$ cat config.mk
export PLATFORM = sky130hd
export DESIGN_NAME = sm83_int_ctl_flat
export DESIGN_NICKNAME = d
export VERILOG_FILES = /design/src/rtl/sm83_pkg.sv /design/src/rtl/sm83_int_ctl_if.sv /design/src/rtl/sm83_int_edge.sv /design/src/rtl/sm83_int_ctl.sv /design/src/flat_wrapper.sv
export SDC_FILE = /design/constraint.sdc
export NUM_CORES = 1
export LEC_CHECK = 0
export CORE_ASPECT_RATIO = 0.8
export CORE_UTILIZATION = 44
export DETAILED_ROUTE_END_ITERATION = 8
export PLACE_DENSITY = 0.84
export REMOVE_ABC_BUFFERS = 1
export SKIP_CTS_REPAIR_TIMING = 1
export SYNTH_ARGS = -nofsm -noshare
export SYNTH_HDL_FRONTEND = slang
export SYNTH_HIERARCHICAL = 1
export SYNTH_SLANG_ARGS = --single-unit
$ cat constraint.sdc
create_clock -name clk -period 2.7 [get_ports clk]
set_input_delay 0.81 -clock clk [delete_from_list [all_inputs] [get_ports clk]]
set_output_delay 0.81 -clock clk [all_outputs]
set_load 0.02 [all_outputs]
$ cat src/rtl/sm83_pkg.sv
// Shared definitions for the SM83 interrupt controller: register addresses,
// bus/request types, source indices and the address decoder.
package sm83_pkg;

  localparam int NUM_IRQS = 8;
  localparam int NUM_SRCS = 5;

  typedef logic [7:0]          word_t;
  typedef logic [15:0]         adr_t;
  typedef logic [NUM_IRQS-1:0] irq_t;

  localparam adr_t ADR_IF = 16'hFF0F;
  localparam adr_t ADR_IE = 16'hFFFF;

  localparam int IRQ_VBLANK = 0;
  localparam int IRQ_STAT   = 1;
  localparam int IRQ_TIMER  = 2;
  localparam int IRQ_SERIAL = 3;
  localparam int IRQ_JOYPAD = 4;

  // Which controller register an address selects.
  typedef enum logic [1:0] {
    SEL_NONE = 2'd0,
    SEL_IF   = 2'd1,
    SEL_IE   = 2'd2
  } reg_sel_e;

  // Exact 16-bit match; every other address maps to nothing.
  function automatic reg_sel_e decode_adr(adr_t a);
    if (a == ADR_IF) return SEL_IF;
    if (a == ADR_IE) return SEL_IE;
    return SEL_NONE;
  endfunction

endpackage

$ cat src/rtl/sm83_int_ctl_if.sv
// CPU-side register bus of the interrupt controller.
// master = CPU side, slave = controller side.
interface sm83_int_ctl_if;
  import sm83_pkg::*;

  adr_t  adr;
  word_t din;
  word_t dout;
  logic  dout_oe;
  logic  p_rd;
  logic  p_wr;

  modport master (output adr, din, p_rd, p_wr, input dout, dout_oe);
  modport slave  (input adr, din, p_rd, p_wr, output dout, dout_oe);
endinterface

$ cat src/rtl/sm83_int_edge.sv
// Per-source rising-edge detector.
// Build option SM83_INT_SRC_SYNC_EN: when defined, each source first passes a
// 2-flop synchronizer (two extra cycles of latency). During reset every flop
// loads the live source value so a level held across reset gives no edge.
module sm83_int_edge #(
  parameter int WIDTH = 5
) (
  input  logic             clk,
  input  logic             reset,
  input  logic [WIDTH-1:0] src,
  output logic [WIDTH-1:0] rise
);

  logic [WIDTH-1:0] sampled;

`ifdef SM83_INT_SRC_SYNC_EN
  logic [WIDTH-1:0] sync1_reg;
  logic [WIDTH-1:0] sync2_reg;

  // Two-stage synchronizer, preloaded with the current sources in reset.
  always_ff @(posedge clk) begin
    if (reset) begin
      sync1_reg <= src;
      sync2_reg <= src;
    end else begin
      sync1_reg <= src;
      sync2_reg <= sync1_reg;
    end
  end

  assign sampled = sync2_reg;
`else
  assign sampled = src;
`endif

  genvar gi;
  generate
    for (gi = 0; gi < WIDTH; gi++) begin : g_bit
      logic prev_reg;

      // Previous-sample history for this source bit.
      always_ff @(posedge clk) begin
        if (reset) prev_reg <= src[gi];
        else       prev_reg <= sampled[gi];
      end

      assign rise[gi] = sampled[gi] & ~prev_reg;
    end
  endgenerate

endmodule

$ cat src/rtl/sm83_int_ctl.sv
// SM83 interrupt controller: IF (0xFF0F) and IE (0xFFFF) registers, write
// latch committed on the falling p_wr, edge-triggered sources, one-hot
// acknowledge and irq = IF & IE. Source synchronizer is enabled by the
// SM83_INT_SRC_SYNC_EN build macro (see sm83_int_edge).
module sm83_int_ctl
  import sm83_pkg::*;
(
  input  logic                clk,
  input  logic                reset,
  sm83_int_ctl_if.slave       bus,
  input  logic [NUM_SRCS-1:0] src,
  output irq_t                irq,
  input  irq_t                iack
);

  logic [NUM_SRCS-1:0] if_reg, if_next;
  word_t               ie_reg, ie_next;
  logic [NUM_SRCS-1:0] src_rise;

  logic     wact_reg;
  reg_sel_e wsel_reg;
  word_t    wdata_reg;
  logic     commit;
  reg_sel_e rd_sel;

  // Acknowledge bits above the implemented sources are ignored.
  logic unused_iack;
  assign unused_iack = ^iack[NUM_IRQS-1:NUM_SRCS];

  sm83_int_edge #(.WIDTH(NUM_SRCS)) u_edge (
    .clk   (clk),
    .reset (reset),
    .src   (src),
    .rise  (src_rise)
  );

  // Write latch: track data/target while p_wr is high; reset discards it.
  always_ff @(posedge clk) begin
    if (reset) begin
      wact_reg  <= 1'b0;
      wsel_reg  <= SEL_NONE;
      wdata_reg <= '0;
    end else if (bus.p_wr) begin
      wact_reg  <= 1'b1;
      wsel_reg  <= decode_adr(bus.adr);
      wdata_reg <= bus.din;
    end else begin
      wact_reg  <= 1'b0;
    end
  end

  // The first low cycle after a write burst commits the latched value.
  assign commit = wact_reg & ~bus.p_wr;

  // Register update: write, then acknowledge clears, then source edges set.
  always_comb begin
    if_next = if_reg;
    ie_next = ie_reg;
    if (commit && wsel_reg == SEL_IF) if_next = wdata_reg[NUM_SRCS-1:0];
    if (commit && wsel_reg == SEL_IE) ie_next = wdata_reg;
    if_next = (if_next & ~iack[NUM_SRCS-1:0]) | src_rise;
  end

  // IF/IE state registers.
  always_ff @(posedge clk) begin
    if (reset) begin
      if_reg <= '0;
      ie_reg <= '0;
    end else begin
      if_reg <= if_next;
      ie_reg <= ie_next;
    end
  end

  // Requests come only from registered IF/IE, never directly from src.
  assign irq = {{(NUM_IRQS-NUM_SRCS){1'b0}}, if_reg & ie_reg[NUM_SRCS-1:0]};

  assign rd_sel = decode_adr(bus.adr);

  // Read mux: drive data only while a mapped register is being read.
  always_comb begin
    bus.dout_oe = 1'b0;
    bus.dout    = '0;
    if (bus.p_rd) begin
      case (rd_sel)
        SEL_IF: begin
          bus.dout_oe = 1'b1;
          bus.dout    = {3'b111, if_reg};
        end
        SEL_IE: begin
          bus.dout_oe = 1'b1;
          bus.dout    = ie_reg;
        end
        default: begin
          bus.dout_oe = 1'b0;
          bus.dout    = '0;
        end
      endcase
    end
  end

endmodule

$ cat src/flat_wrapper.sv
// flat-port wrapper written by rule: the top's interface ports become plain ports
module sm83_int_ctl_flat import sm83_pkg::*;
  (clk, reset, src, irq, iack, bus_adr, bus_din, bus_p_rd, bus_p_wr, bus_dout, bus_dout_oe);
  sm83_int_ctl_if bus_i ();
  input  logic clk;
  input  logic reset;
  input  logic [NUM_SRCS-1:0] src;
  output irq_t irq;
  input  irq_t iack;
  input wire logic [$bits(bus_i.adr)-1:0] bus_adr;
  input wire logic [$bits(bus_i.din)-1:0] bus_din;
  input wire logic [$bits(bus_i.p_rd)-1:0] bus_p_rd;
  input wire logic [$bits(bus_i.p_wr)-1:0] bus_p_wr;
  output wire logic [$bits(bus_i.dout)-1:0] bus_dout;
  output wire logic [$bits(bus_i.dout_oe)-1:0] bus_dout_oe;
  assign bus_i.adr = bus_adr;
  assign bus_i.din = bus_din;
  assign bus_i.p_rd = bus_p_rd;
  assign bus_i.p_wr = bus_p_wr;
  assign bus_dout = bus_i.dout;
  assign bus_dout_oe = bus_i.dout_oe;
  sm83_int_ctl u_core (.clk(clk), .reset(reset), .bus(bus_i), .src(src), .irq(irq), .iack(iack));
endmodule
* Word level (Yosys, flattened, before mapping)
Cells that the tools add are included.
Storage, ports and cells: word-level logic and storage cells 55, register bits after elaboration 29, input bits 41, output and inout bits 17
Operators by class: eq/ne operators 6, mux-type cells 20, reductions and logical operators 3, bitwise operators 16
Operators by type and width (number):
- equality test 16 bit, second input constant | 2
- case mux 8 bit (2 select lines) | 1
- two-way mux 2 bit | 6
- two-way mux 1 bit | 11
- AND 5 bit | 2
- two-way mux 8 bit | 1
- AND 1 bit | 6
- NOT 1 bit | 6
- two-way mux 5 bit | 1
- NOT 5 bit | 1
- bitwise OR 5 bit | 1
- equality test 2 x 1 -> 1 bit, second input constant | 2
- equality test 2 bit, second input constant | 2
- logical AND 1 bit | 2
- OR reduction 2 bit | 1

* Depth between registers and ports, before layout
depth after elaboration 9, mapped depth 4, gate-level depth less buffers 3

* Hierarchy
The synthesis kept the hierarchy.
Modules (own cells, without submodules):
- sm83_int_ctl | cells each 118, area an instance 1129.8 um^2, instances 1, sequential area each 480.5 um^2
- sm83_int_edge | cells each 10, area an instance 168.9 um^2, instances 1, sequential area each 100.1 um^2

* Worst setup path before layout
No wires, ideal clock.
kind input to output, start point input bus_adr[4], end point output bus_dout[0], data required time 1.890 ns, arrival time 1.669 ns, cell stages on the path 3, path buffers 0, slack 0.221 ns, cells stage by stage nor4_4 > a22oi_1 > nor2_1
Between the ends: longest elaborated chain between the ends 8, elaborated cells on any way between the ends 12, classes of those cells eq/ne: 4; mux: 8
RTL lines:
- start: declaration | RTL line flat_wrapper.sv:10 | input wire logic [$bits(bus_i.adr)-1:0] bus_adr;
- equality test 16 bit | RTL line sm83_pkg.sv:31 | if (a == ADR_IE) return SEL_IE;
- two-way mux 1 bit (2 in series) | RTL line sm83_pkg.sv:31
- two-way mux 2 bit | RTL line sm83_pkg.sv:32 | return SEL_NONE;
- two-way mux 2 bit (*) | RTL line sm83_pkg.sv:31
- equality test 2 bit or equality test 2 x 1 -> 1 bit (tied branches) | RTL line sm83_int_ctl.sv:85 | case (rd_sel)
- case mux 8 bit (2 select lines) (*) | RTL line sm83_int_ctl.sv:85
- two-way mux 8 bit (*) | RTL line sm83_int_ctl.sv:84 | if (bus.p_rd) begin
- end: declaration | RTL line flat_wrapper.sv:14 | output wire logic [$bits(bus_i.dout)-1:0] bus_dout;
Mark *: on every way between the ends. The rest lies on a longest branch, timed or not. The select of a mux whose other input is x is not followed.

* Worst setup path after layout
start point input bus_adr[6], end point output bus_dout[3]
Same word-level chain as after synthesis.

==> impl_results.md <==
- Vias: 1,180
- Mean Syn Cell Area: 10.1 um2
- Clock Skew: 0.00436 ns
- Placement Rows: 17
- CP arrival: 1.83 ns
- Core Region: 2790 um2
- Skew-Pair Late Insertion Delay: 0.27 ns
- Worst EP required: 1.89 ns
- Post-route cell area: 2020 um2
- Crit path from: bus_adr[6]
- Power per Cell Area: 453 nW/um2
- Port Buffers: 51
- Global-route wire length before repair: 5.38 mm
- Htree depth: 2
- Total Power: 0.915 mW
- Full die area: 3170 um2
- Total grt overflow: 0
- Dominant cell type by area after synthesis: dfxtp_1
- Max Buffers Root-to-Sink: 2
- 1st-iter DRT viols: 51
- Finished Layout Cells: 226
- Antenna-violating nets left: 0
- Vias per cell: 5.22
- Die Height: 50.6 um
- Commonest cells post-synth: dfxtp_1, nor2_1, mux2i_1
- Residual DRC: 0
- Area delta synth->final: 55.4%
- Vias in the first global route: 1,208
- Area of placed instances: 1860 um2
- Total iterations of the first detailed-routing run: 4
- CTS tree: built
- Hold Vio Cnt, Final: 0
- Netlist cell types: 20
- Share of the yosys chip area belonging to registers: 44.7%
- CTS Buf Count: 5
- Initial antenna violation count: 0
- CP max FO: 10
- Worst-path clk slew: 0.06 ns
- Asr flop ratio synth: 0%
- Ys Warns: 6
- FF-to-FF Start: u_core/wact_reg
- HPWL after DPL: 2.43 mm
- Largest net degree at the start of global routing: 28
- Final Core Density: 72.4%
- Hold slack: 0.513 ns
- All-layer global routing usage: 23.0%
- Top-count cell post-synth: dfxtp_1
- Setup violations, final: 0
- Startpoint types: input port
- Starting Density: 46.6%
- FF+latch count, synth: 29
- IO Pins: 58
- IR Drop Worst-Case VDD: 0.366 mV
- Cells after synthesis: 128
- Synth top area cells: dfxtp_1, mux2i_1, nor2_1
- Crit share post-route: 97.9%
- Status: complete, no violations
- Reg-to-Reg End: u_core/ie_reg[5]
- Pre-CTS setup slack: -0.671 ns
- F_max: 378 MHz
- Tmin final: 2.64 ns
- Crit. End Element: primary output
- Layout cells sized above 1: 19.7%
- Yosys top cell area share: 44.7%
- Worst R2R Setup Slack: 1.39 ns
- Synthesized cell area: 1300 um2
- Max_cap viols: 0
- CTS sink count: 29
- Final nets: 229
- DR WL/cell: 15.6 um
- RSZ-0062 raised after global routing: false
- Crit path kind: input port to primary output
- Main flop type after synthesis: dfxtp_1
- Post-synth EDFFs: 0
- Leak pwr: 0.912 nW
- Final GP Congestion: 0.751
- Setup tns final: 0 ns
- Worst Setup EP: bus_dout[3]
- Die X: 62.7 um
- Worst hold path class: flop to flop
- Final WS setup: 0.0557 ns
- Antenna diode count: 0
- Layout fillers: 209
- Final Slew Violations: 0
- Final wirelength: 3.54 mm
- Clock Tree Root: clkbuf_8
- Reg2reg path depth: 4
- Placed insts: 216
[critical path, cell delays in order]
cell and delay, ns:
dlymetal6s2s_1 0.16, and4_1 0.20, buf_4 0.17, a22oi_1 0.31, nor2_4 0.05, buf_6 0.13
[layer usage]
layer	wire [um]	global-route usage, %
met2	1720	39.7
met1	1470	24.7
met4	99	15.5
met3	248	6.36
met5	0	0
[placed cells by master, fill, tap and decap left out, drive strengths merged]
cell	count
a21oi	3
a22o	2
a22oi	5
and2	5
and2b	1
and4	5
and4bb	1
buf	19
clkbuf	8
clkdlybuf4s50	25
conb	3
dfxtp	29
dlymetal6s2s	16
mux2i	21
nand2b	5
nand4	1
nor2	27
nor2b	5
nor4	1
nor4bb	1
o31ai	5
[where the power goes]
part           internal (mW)  leakage [nW]  switching (mW)
clock                  0.202        0.0443           0.150
combinational         0.0672         0.629          0.0404
sequential             0.445         0.238          0.0116
total                  0.713         0.912           0.202
[cell families after synthesis]
| logic type | after synthesis | share of synthesized area [%] |
|---|---|---|
| other | 1 | 0.289 |
| buffers and inverters | 10 | 4.82 |
| and+or+nand+nor | 52 | 25.7 |
| AOI/OAI and AO/OA | 15 | 8.29 |
| DFF | 29 | 44.7 |
| muxes | 21 | 16.2 |
[how the worst min path moves through the flow]
stage,slack [ns],endpoint,start,cells past startpoint
2_1_floorplan,0.46,u_core/wsel_reg[1],u_core/wsel_reg[1],1
3_3_place_gp,0.47,u_core/ie_reg[7],u_core/ie_reg[7],2
3_5_place_dp,0.49,u_core/ie_reg[5],u_core/ie_reg[5],2
4_1_cts,0.51,u_core/wdata_reg[7],u_core/wdata_reg[7],2
5_1_grt,0.53,u_core/wsel_reg[1],u_core/wsel_reg[1],1
6_report,0.51,u_core/wdata_reg[7],u_core/wdata_reg[7],2
[area by class of cell]
class / instances / area (um2) / area share, %
sequential: 29 / 581 / 28.8
multi-input combinational: 91 / 692 / 34.3
timing repair buffer: 61 / 612 / 30.3
tap: 38 / 47.5 / 2.36
clock buffer: 7 / 86.3 / 4.28
Power figures use the tool's default switching activity.
